`src/rtl/mem_resp_pkg.sv`:
```
// Shared types and constants for the memory response unit.
package mem_resp_pkg;

  typedef enum logic [1:0] {
    IDLE = 2'd0,
    BUSY = 2'd1,
    DONE = 2'd2
  } state_e;

  localparam logic [1:0] MEM_OP_WR = 2'b11;
  localparam logic [1:0] MEM_OP_RD = 2'b10;

endpackage

```
`src/rtl/mem_resp_array.sv`:
```
// Word storage: 2^AddrW x 16 bits, synchronous write, combinational read.
// Contents have no reset.
module mem_resp_array #(
  parameter int unsigned AddrW = 8
) (
  input  logic             clk_i,
  input  logic             we_i,
  input  logic [AddrW-1:0] addr_i,
  input  logic [15:0]      wdata_i,
  output logic [15:0]      rdata_o
);

  logic [15:0] mem_q [2**AddrW];

  // Write port
  always_ff @(posedge clk_i) begin
    if (we_i) begin
      mem_q[addr_i] <= wdata_i;
    end
  end

  assign rdata_o = mem_q[addr_i];

endmodule

```
`src/rtl/mem_resp_unit.sv`:
```
// Fixed-latency memory response unit: accepts one read/write request, stalls the requester
// for LATENCY cycles, then pulses done. Writes commit and reads capture data on the
// DONE-entry edge only.
// Optional build macro MEM_ALIGN_CHECK_EN: reject requests with addr[0]=1 (done + err,
// no side effects).
module mem_resp_unit
  import mem_resp_pkg::*;
#(
  parameter int unsigned LATENCY = 4,
  parameter int unsigned ADDR_W  = 8
) (
  input  logic        clk,
  input  logic        rst,
  input  logic [1:0]  mem_op,
  input  logic [15:0] addr,
  input  logic [15:0] data_in,
  output logic [15:0] data_out,
  output logic        done,
  output logic        stall,
  output logic        err
);

  state_e             state_q, state_d;
  logic [3:0]         cnt_q, cnt_d;
  logic               accept;
  logic               commit;
  logic               rejected;
  logic               mem_we;
  logic [ADDR_W-1:0]  word_q;
  logic [15:0]        wdata_q;
  logic               is_wr_q;
  logic [15:0]        rdata;
  logic [15:0]        data_out_q;
  logic               unused_addr;

  // A new request can start from IDLE or straight out of DONE.
  assign accept = !rst && mem_op[1] && ((state_q == IDLE) || (state_q == DONE));
  // True in the last BUSY cycle, so the following edge is the DONE-entry edge.
  assign commit = !rst && (state_q == BUSY) && (cnt_q == 4'd0);

  assign unused_addr = ^addr;

`ifdef MEM_ALIGN_CHECK_EN
  logic misaligned_q;

  // Remember whether the accepted request was misaligned
  always_ff @(posedge clk) begin
    if (accept) begin
      misaligned_q <= addr[0];
    end
  end

  assign rejected = misaligned_q;
`else
  assign rejected = 1'b0;
`endif

  // State register and latency counter
  always_ff @(posedge clk) begin
    if (rst) begin
      state_q <= IDLE;
      cnt_q   <= 4'd0;
    end else begin
      state_q <= state_d;
      cnt_q   <= cnt_d;
    end
  end

  // Next-state and counter logic
  always_comb begin
    state_d = state_q;
    cnt_d   = cnt_q;
    unique case (state_q)
      IDLE: begin
        if (accept) begin
          state_d = BUSY;
          cnt_d   = 4'(LATENCY - 1);
        end
      end
      BUSY: begin
        if (cnt_q == 4'd0) begin
          state_d = DONE;
        end else begin
          cnt_d = cnt_q - 4'd1;
        end
      end
      DONE: begin
        if (accept) begin
          state_d = BUSY;
          cnt_d   = 4'(LATENCY - 1);
        end else begin
          state_d = IDLE;
        end
      end
      default: state_d = IDLE;
    endcase
  end

  // Outputs decoded from state
  always_comb begin
    done  = (state_q == DONE);
    stall = (state_q == BUSY) || accept;
    err   = (state_q == DONE) && rejected;
  end

  // Latch the request so later input changes are ignored
  always_ff @(posedge clk) begin
    if (accept) begin
      word_q  <= addr[ADDR_W:1];
      wdata_q <= data_in;
      is_wr_q <= (mem_op == MEM_OP_WR);
    end
  end

  assign mem_we = commit && is_wr_q && !rejected;

  // Read data captured on completion of an accepted read
  always_ff @(posedge clk) begin
    if (rst) begin
      data_out_q <= 16'h0000;
    end else if (commit && !is_wr_q && !rejected) begin
      data_out_q <= rdata;
    end
  end

  assign data_out = data_out_q;

  mem_resp_array #(
    .AddrW (ADDR_W)
  ) u_array (
    .clk_i   (clk),
    .we_i    (mem_we),
    .addr_i  (word_q),
    .wdata_i (wdata_q),
    .rdata_o (rdata)
  );

endmodule

```
`config.mk`:
```
export PLATFORM = sky130hd
export DESIGN_NAME = mem_resp_unit
export DESIGN_NICKNAME = d
export VERILOG_FILES = /design/src/rtl/mem_resp_pkg.sv /design/src/rtl/mem_resp_array.sv /design/src/rtl/mem_resp_unit.sv
export SDC_FILE = /design/constraint.sdc
export NUM_CORES = 2
export LEC_CHECK = 0
export ABC_AREA = 1
export CORE_MARGIN = 8
export CORE_UTILIZATION = 40
export DETAILED_ROUTE_END_ITERATION = 12
export PLACE_DENSITY_LB_ADDON = 0.08
export SLEW_MARGIN = 15
export SYNTH_ARGS = -nofsm -noshare
export SYNTH_HDL_FRONTEND = slang
export SYNTH_SLANG_ARGS = --single-unit
```
`constraint.sdc`:
```
create_clock -name clk -period 9.4 [get_ports clk]
set_input_delay 0.94 -clock clk [delete_from_list [all_inputs] [get_ports clk]]
set_output_delay 0.94 -clock clk [all_outputs]
set_load 0.05 [all_outputs]
```
==> results by group <==
Run status
  • Status: completed

Logic synthesis
  • EDFF count, synth: a little over 4000
  • Post-Synth XOR/XNOR Area: 0
  • Share of the synthesized area in the top cell type: 0.748
  • Synth area leaders: edfxtp_1 (75%), nand2_1 (17%), nor2_1 (1.9%), buf_2 (1.4%), nand4_1 (1.0%)
  • Most instantiated library cell after synthesis: nand2_1
  • Sequential area share after synthesis: 0.750
  • Post-synthesis compound-gate area fraction: 0.0173
  • Synth Area in Simple Gates: 0.210
  • Combinational family with the most area after synthesis: simple AND/OR/NAND/NOR gates
  • Mapped Nets: 14500
  • Seq cells post-synth: roughly 4100
  • Synthesized cell area: 165000 um2
  • Post-synthesis adder-cell area fraction: 0.0000756
  • Syn avg cell area: 11.4 um2
  • Synth Flop Type: edfxtp_1
  • Synth warn: 0
  • Most frequent cells after synthesis: nand2_1 (7612), edfxtp_1 (4121), nor2_1 (853)
  • Mux contribution to synthesized area: 0
  • Post-synth cell types: 28
  • Yosys top cell by area: edfxtp_1
  • Syn Inst Count: 14500
  • FFs w/ async S/R, synth: 0

Clocking
  • CTS HTree Levels: 5
  • CTS Buffer Depth: 4
  • CTS tree: built
  • Setup bufs post-CTS: 0
  • CTS Root Cell: clkbuf_16
  • Clock sinks: about 4100
  • Post_cts resized: 0
  • Clock transition at path regs: around 0.07 ns
  • Clk_lat worst skew: 1.01 ns
  • Num CTS Buffers: 447
  • Post-CTS Hold Fix Bufs: 0

Place
  • Area post-placement: ~170000 um2
  • RD Place Congestion: slightly above 0.8
  • IO buf count: between 40 and 50
  • Worst slack, placed: about 3.9 ns
  • Dpl cells: 19700
  • Post-DP HPWL: 289 mm

Die
  • Initial Util: 0.401
  • Ports: 55
  • Core footprint: ~410000 um2
  • Die Height: 659 um
  • Core Rows: 236
  • Die W: ~660 um
  • Area of the die: approximately 430000 um2

Pwr
  • P_leak: between 0.06 and 0.07 uW
  • Peak supply drop: around 0.00019 V
  • PD cells: approximately 210 nW/um2

STA
  • Final Max Tran Viols: 0
  • Tmin final: 5.23 ns
  • Final worst setup slack: approximately 4.2 ns
  • RSZ-0062 raised after global routing: no
  • Fmax: between 150 and 200 MHz
  • Hold Vio Cnt, Final: 0
  • Worst Tran Pin Value: between 1 and 1.5 ns
  • Period utilisation layout: 0.556
  • Final setup viols: 0
  • Setup TNS: 0 ns
  • Clk_skew: approximately 0.053 ns
  • Worst slew margin: 0.0793

Layout
  • FF+latch area: 124000 um2
  • Nets@finish: between 10000 and 15000
  • Share of post-route cells with drive strength above 1: 0.0738
  • Fin cells: a little over 20000
  • Multi-input gate area: about 38000 um2
  • Fillers: roughly 38000
  • Post-Layout Inst Area: roughly 190000 um2
  • Final core occ: 0.454
  • Synthesis-to-layout area growth: 13.2%

Global routing
  • Tot GR Track Use: 0.233
  • Vias in the first global route: 103000
  • First-pass GRT wire length: approximately 750 mm
  • Initial antenna violation count: 30
  • GRT overflow: 0
  • Pin count of the biggest net entering global routing: roughly 150

Critical path
  • Maximum fanout along the worst path: 87
  • Crit path kind: reg -> reg
  • Critical Path RT: approximately 10 ns
  • Crit-path max cell delay: approximately 0.57 ns
  • RR Startpoint: word_q[1]
  • Most frequent CP cell: nand2_1
  • Setup crit start: word_q[1]
  • Delay-heaviest family, CP: buffers and inverters
  • R2R depth: 18
  • Worst setup endpoint: data_out[12]
  • Setup slack on the worst flop-to-flop path: 4.17 ns
  • CP max-delay cell: inv_8
  • Worst setup SP type: register
  • Worst path cell trace: buf_4, buf_12, nand2_1, inv_8, buf_12, buf_4, nand2_1, nand3_1, nand2_1, nand2_1, nor2_1, nor2_1, nor2_1, nand2_1, nand2_1, nand3_1, nor2_1, nor2_1
  • CP bufs+invs: 5
  • R2r endpoint: data_out[12]
  • Number of cells on the critical path: 18
  • CP endpoint kind: register
  • CP Data Arrival Time: between 6 and 7 ns

Min path
  • Hold Path Class: in -> reg
  • Hold Path Stages: 1

Detailed routing
  • Final routed DRC violation total: 0
  • Wirelength per Cell: about 25 um
  • Routed via count: roughly 110k
  • Routed Antenna Nets: 0
  • Detailed Route WL: ~520 mm
  • DRC marker count from the first detailed-route iteration: about 11000
  • Avg Vias per Cell: 5.21
  • Drt first pass iters: 6

Flow run
  • Max-Cap Viols: 0
metal layers:
metal,up-vias,global-route usage,part of all wire
met5,-,0,0.000025
li1,49200,-,-
met3,731,0.0304,0.065
met4,2,0.0682,0.032
met1,53400,0.332,0.44
met2,3503,0.376,0.46
registers in the layout, indices dropped and copies added (netlist names):
name / cells
u_array.mem_q: 4096
data_out: 16
is_wr_q: 1
state_q: 2
cnt_q: 4
wdata_q: 16
word_q: 8
layout by cell type, fill, tap and decap left out, types with 3 or more instances in the layout:
cell type,instances
buf_4,386
clkbuf_8,3
clkdlybuf4s50_1,45
buf_12,36
bufinv_16,38
dfxtp_1,22
a21oi_1,235
nand2_1,7594
inv_8,4
clkinv_16,7
diode_2,10
o21ai_0,238
nor3_1,5
inv_1,23
o21ai_1,50
clkinv_1,125
nand3_1,245
nor2_1,818
inv_2,4
inv_16,6
inv_6,7
nand2_2,18
edfxtp_1,4121
clkbuf_1,91
a22oi_1,30
nand4_1,275
nor2_4,7
clkinv_8,6
clkbuf_16,449
clkinvlp_4,9
clkinv_2,92
nor2_2,33
layout make-up:
type | count | share of cell area
sequential | 4143 | 0.663
multi-input combinational | 9556 | 0.202
clock buffer | 543 | 0.0620
tap | 5474 | 0.0365
timing repair buffer | 467 | 0.0217
clock inverter | 283 | 0.0139
inverter | 40 | 0.00101
antenna | 10 | 0.000134
how the worst min path moves through the flow:
stage                      from  slack, ns     endpoint
CTS                 data_in[15]       0.41  wdata_q[15]
detailed placement     cnt_q[1]       0.50     cnt_q[1]
global route        data_in[15]       0.44  wdata_q[15]
finish              data_in[13]       0.50  wdata_q[13]
global placement       cnt_q[1]       0.48     cnt_q[1]
floorplan              cnt_q[1]       0.46     cnt_q[1]
power breakdown:
group | total, uW | internal [uW] | switching, uW
registers | 20300 | 20300 | 15.7
clock network | 17200 | 9830 | 7340
logic | 1910 | 388 | 1520
total | 39400 | 30500 | 8880
per-stage QoR:
stage	hold WS (ns)	power [uW]
3_5_place_dp	0.496	22600
4_1_cts	0.407	39700
6_report	0.499	39400
5_1_grt	0.442	40500
3_3_place_gp	0.475	22600
2_1_floorplan	0.462	21800
worst reg2reg max path: stages, from the launching register on:
cell and delay, ns:
edfxtp_1 0.51, buf_4 0.49, buf_12 0.53, nand2_1 0.39
inv_8 0.57, buf_12 0.49, buf_4 0.57, nand2_1 0.10
nand3_1 0.11, nand2_1 0.07, nand2_1 0.19, nor2_1 0.07
nor2_1 0.11, nor2_1 0.05, nand2_1 0.14, nand2_1 0.35
nand3_1 0.25, nor2_1 0.10, nor2_1 0.11
logic make-up (layout without fill, tap and decap cells):
group,after synthesis,after routing
other,1,11
adders and majority gates,1,1
and+or+nand+nor,8999,8999
AOI/OAI and AO/OA,555,555
DFF,4143,4143
buffers and inverters,784,1333
No activity file was read; power rests on OpenSTA's default activity.
